## src/rtl/alu_cmd_issuer.sv

```systemverilog
// Command issuer: buffers ALU commands in a FIFO, drives them one at a time to an external
// combinational ALU and holds each result until it is consumed. Optional macro: ALU_ISSUER_DIVZERO_EN.
module alu_cmd_issuer #(
   parameter int FIFO_DEPTH = 4
) (
   input  logic        clk,
   input  logic        rst_n,
   input  logic        cmd_valid,
   output logic        cmd_ready,
   input  logic [3:0]  cmd_opcode,
   input  logic [7:0]  cmd_a,
   input  logic [7:0]  cmd_b,
   output logic [7:0]  alu_a,
   output logic [7:0]  alu_b,
   output logic [3:0]  alu_opcode,
   input  logic [15:0] alu_out,
   output logic        rsp_valid,
   input  logic        rsp_ready,
   output logic [15:0] rsp_data,
   output logic [3:0]  rsp_opcode,
   output logic        rsp_err,
   output logic        busy
);

   localparam int PTR_W = (FIFO_DEPTH > 1) ? $clog2(FIFO_DEPTH) : 1;
   localparam int CNT_W = $clog2(FIFO_DEPTH + 1);
   localparam logic [CNT_W-1:0] FULL_COUNT = CNT_W'(FIFO_DEPTH);

   typedef enum logic [1:0] {IDLE, EXEC, RESP} state_t;

   state_t           state, state_next;
   logic [19:0]      fifo_mem [FIFO_DEPTH];
   logic [PTR_W-1:0] wr_ptr, rd_ptr;
   logic [CNT_W-1:0] count;
   logic             push, pop, capture, fifo_empty;
   logic [19:0]      head;
   logic [15:0]      capture_data;

   // cmd_ready depends only on the registered count, never on the FSM's pop decision.
   assign fifo_empty = (count == '0);
   assign cmd_ready  = (count != FULL_COUNT);
   assign push       = cmd_valid && cmd_ready;
   assign head       = fifo_mem[rd_ptr];
   assign busy       = (state != IDLE) || !fifo_empty;

   always_ff @(posedge clk) begin
      if (push) begin
         fifo_mem[wr_ptr] <= {cmd_opcode, cmd_a, cmd_b};
      end
   end

   // Pointers wrap naturally because the depth is a power of two.
   always_ff @(posedge clk or negedge rst_n) begin
      if (!rst_n) begin
         wr_ptr <= '0;
         rd_ptr <= '0;
         count  <= '0;
      end else begin
         if (push) wr_ptr <= wr_ptr + PTR_W'(1);
         if (pop)  rd_ptr <= rd_ptr + PTR_W'(1);
         case ({push, pop})
            2'b10:   count <= count + CNT_W'(1);
            2'b01:   count <= count - CNT_W'(1);
            default: count <= count;
         endcase
      end
   end

   always_ff @(posedge clk or negedge rst_n) begin
      if (!rst_n) state <= IDLE;
      else        state <= state_next;
   end

   always_comb begin
      state_next = state;
      pop        = 1'b0;
      capture    = 1'b0;
      case (state)
         IDLE: begin
            if (!fifo_empty) begin
               pop        = 1'b1;
               state_next = EXEC;
            end
         end
         EXEC: begin
            capture    = 1'b1;
            state_next = RESP;
         end
         RESP: begin
            if (rsp_ready) begin
               if (!fifo_empty) begin
                  pop        = 1'b1;
                  state_next = EXEC;
               end else begin
                  state_next = IDLE;
               end
            end
         end
         default: state_next = IDLE;
      endcase
   end

   // ALU operands only change on a pop, so they hold their last value outside EXEC.
   always_ff @(posedge clk or negedge rst_n) begin
      if (!rst_n) begin
         alu_opcode <= '0;
         alu_a      <= '0;
         alu_b      <= '0;
      end else if (pop) begin
         {alu_opcode, alu_a, alu_b} <= head;
      end
   end

   always_ff @(posedge clk or negedge rst_n) begin
      if (!rst_n) begin
         rsp_valid  <= 1'b0;
         rsp_data   <= '0;
         rsp_opcode <= '0;
      end else if (capture) begin
         rsp_valid  <= 1'b1;
         rsp_data   <= capture_data;
         rsp_opcode <= alu_opcode;
      end else if ((state == RESP) && rsp_ready) begin
         rsp_valid  <= 1'b0;
      end
   end

`ifdef ALU_ISSUER_DIVZERO_EN
   // A divide by zero still spends its EXEC cycle; only the captured result is replaced.
   logic div_zero;
   assign div_zero     = (alu_opcode == 4'b0011) && (alu_b == 8'h00);
   assign capture_data = div_zero ? 16'h0000 : alu_out;

   always_ff @(posedge clk or negedge rst_n) begin
      if (!rst_n)       rsp_err <= 1'b0;
      else if (capture) rsp_err <= div_zero;
   end
`else
   assign capture_data = alu_out;
   assign rsp_err      = 1'b0;
`endif

endmodule

```

## config.mk

```make
export PLATFORM = sky130hd
export DESIGN_NAME = alu_cmd_issuer
export DESIGN_NICKNAME = d
export VERILOG_FILES = /design/src/rtl/alu_cmd_issuer.sv
export SDC_FILE = /design/constraint.sdc
export NUM_CORES = 1
export LEC_CHECK = 0
export ABC_AREA = 0
export CORE_MARGIN = 2
export CORE_UTILIZATION = 49
export CTS_BUF_LIST = sky130_fd_sc_hd__clkbuf_8
export CTS_CLUSTER_SIZE = 40
export DETAILED_ROUTE_END_ITERATION = 12
export GPL_TIMING_DRIVEN = 0
export PLACE_DENSITY = 0.73
export SLEW_MARGIN = 20
export SYNTH_ARGS = -nofsm -noshare
export SYNTH_HDL_FRONTEND = slang
export SYNTH_SLANG_ARGS = --single-unit
export TNS_END_PERCENT = 100
```

## constraint.sdc

```tcl
create_clock -name clk -period 1.96 [get_ports clk]
set_clock_uncertainty 0.1 [all_clocks]
set_input_delay 0.392 -clock clk [delete_from_list [all_inputs] [get_ports clk]]
set_output_delay 0.392 -clock clk [all_outputs]
set_load 0.01 [all_outputs]
```

==> run summary <==
initial antenna violation count = 0
Worst EP required = 2150 ps
largest net degree at the start of global routing = 51
Clk pin slew, worst setup/hold paths = 70 ps
Arr. time, crit path = 2300 ps
initial core utilization = 0.5076
number of port buffers = 82
Seq/Total Area, Yosys = 0.7296
Power Total = 11.05 mW
post-layout min period = 2107 ps
root buffer cell = clkbuf_8
CP Capture Type = flip-flop
vias in the first global route = 2,677
critical path cell sequence = or3b_4 -> and2_4 -> inv_2 -> ha_4 -> fa_2 -> mux2_2
Synth Register Bits = 130
clk sink count = 130
Critical Path Max Stage Delay = 430 ps
Netlist Area Pre-Place = 5007 sq um
Slew @ Worst Pin = 693.7 ps
area growth from synthesis to layout = 32.11%
CTS tree = built
P per Cell Area = 1670 nW/um^2
Leak = 2.521 nW
Fmax achieved = 0.4746 GHz
Worst-Skew Late Latency = 410 ps
Yosys warnings = 0
total iterations of the first detailed-routing run = 4
R2R setup slack = -150 ps
fin area = 6615 sq um
clk buf depth = 2
Hold Crit Class = input pin to flip-flop
max cap viols = 0
share of cells above drive strength 1 = 0.3098
asr flop ratio synth = 0.3846
Core Area = 9864 sq um
WL/cell = 16.94 microns
startpoint types = flip-flop
fin crit share = 1.075
routability cong. = 0.6687
ANT cells = 0
Final Max Tran Viols = 0
Syn Inst Count = 238
Place WS = -748.1 ps
syn_nets = 284
commonest cells after routing, fill and taps aside = edfxtp_1 (80), clkdlybuf4s50_1 (78), dfrtp_1 (48)
Final Core Density = 0.6706
Fin Hold WS = 255.4 ps
DP Area = 6012 sq um
aggregate global-route resource usage = 0.1652
Rel. slew slack = 0.5375
drt total wl = 8.489 mm
commonest non-fill, non-tap cell in the layout = edfxtp_1
first-pass GRT wire length = 13.63 mm
VDD IR max = 0.0006765 V
grt total ovfl = 0
chip width = 105.1 microns
failing checks = setup timing
die span in y = 105.1 microns
library cells used by synthesis = 29
boundary pin count = 84
syn avg cell area = 21.04 sq um
Post-DP HPWL = 5.129 mm
RSZ-0062 raised after global routing = yes
number of synthesized flops with an enable pin = 80
Worst Path Max Fanout = 6
run status = finished with violations
CTS Buf Count = 17
WS Path Type = flip-flop to flip-flop
H-tree depth = 4
Routed Antenna Nets = 0
via count = 2,497
Via density = 4.984
Remaining DRCs = 0
critical-path cell with the highest stage delay = dfrtp_2
final setup violation count = 3
Main synth FF type = edfxtp_1
Fin. Hold Viols = 0
NumNets Final = 401
die area = 11,040 sq um
# rows = 36
final worst slack = -147.2 ps
initial DRC count = 84
-- logic make-up (layout without fill, tap and decap cells) --
logic type	after synthesis	after routing	synth area share
AOI/OAI and AO/OA	3	3	0.003499
xor gates and xnor gates	6	6	0.01050
adders and majority gates	6	6	0.01649
buffers and inverters	14	144	0.01699
DFF	130	130	0.7296
muxes	62	62	0.1986
other	1	1	0.0007489
and+or+nand+nor	16	16	0.02349
-- power breakdown --
| part | switching [mW] | internal [mW] |
|---|---|---|
| clock | 0.974 | 1.50 |
| combinational | 1.69 | 2.59 |
| sequential | 0.438 | 3.86 |
-- Yosys cell counts, types with 3 or more instances --
| master | count | share of area |
|---|---|---|
| edfxtp_1 | 80 | 0.48 |
| dfrtp_1 | 50 | 0.25 |
| mux4_2 | 20 | 0.090 |
| mux2_1 | 19 | 0.043 |
| mux2_4 | 19 | 0.057 |
| ha_1 | 5 | 0.012 |
| and3_1 | 4 | 0.0050 |
| inv_1 | 4 | 0.0030 |
| mux2_2 | 4 | 0.0090 |
| buf_6 | 3 | 0.0067 |
| nor2_1 | 3 | 0.0022 |
| xnor2_1 | 3 | 0.0052 |
| xor2_1 | 3 | 0.0052 |
-- flip-flops by register name, summed over array words and instances, names as in the netlist --
| signal | count |
|---|---|
| rd_ptr | 2 |
| fifo_mem | 80 |
| alu_a | 8 |
| wr_ptr | 2 |
| rsp_data | 16 |
| rsp_opcode | 4 |
| state | 2 |
| alu_opcode | 4 |
| alu_b | 8 |
| count | 3 |
| rsp_valid | 1 |
-- timing repair --
item,in CTS,in global routing
hold buffers,1,0
gates resized for setup,14,4
pin swaps,6,4
endpoints found under the setup margin,84,4
hold endpoints to repair,50,0
setup buffers,9,6
-- metrics by stage --
stage,instances,setup TNS (ps)
2_1_floorplan,238,-198.1
6_report,501,-331.3
5_1_grt,501,-546.5
3_3_place_gp,453,-94800
3_5_place_dp,453,-37440
4_1_cts,495,-351.6
-- path summary, 6_finish.rpt --
kind	from	end	depth (start not counted)
worst min-delay path	rsp_ready	rsp_valid	4
worst max register to register	count[1]	count[1]	6
worst max-delay path	count[1]	count[1]	6
max in group asynchronous	rst_n	count[0]	2
worst min register to register	rsp_data[1]	rsp_data[1]	1
min in group asynchronous	rst_n	alu_a[2]	2
-- final cells by class --
class	count	area (sq um)
plain buffers	9	75.07
clock buffers	17	234.0
clock inverters	15	215.2
fillers	651	3249
inverters	5	18.77
multi-input cells	94	1306
flip-flops and latches	130	3656
well taps	133	166.4
repair buffers	98	943.4
-- worst max-delay path: cells and delay by family (launching register included) --
kind,cells,cell delay (ps)
fa+ha+maj,2,550
buf+inv,1,60
flops,1,430
mux,1,260
simple gates,2,590
-- routing by layer --
layer	wire, microns	vias to the layer above	track usage
met5	0	-	0
met4	95	0	0.06952
met3	447	9	0.04679
met2	4458	77	0.2778
met1	3487	1261	0.2008
li1	-	1150	-
Power figures use the tool's default switching activity.
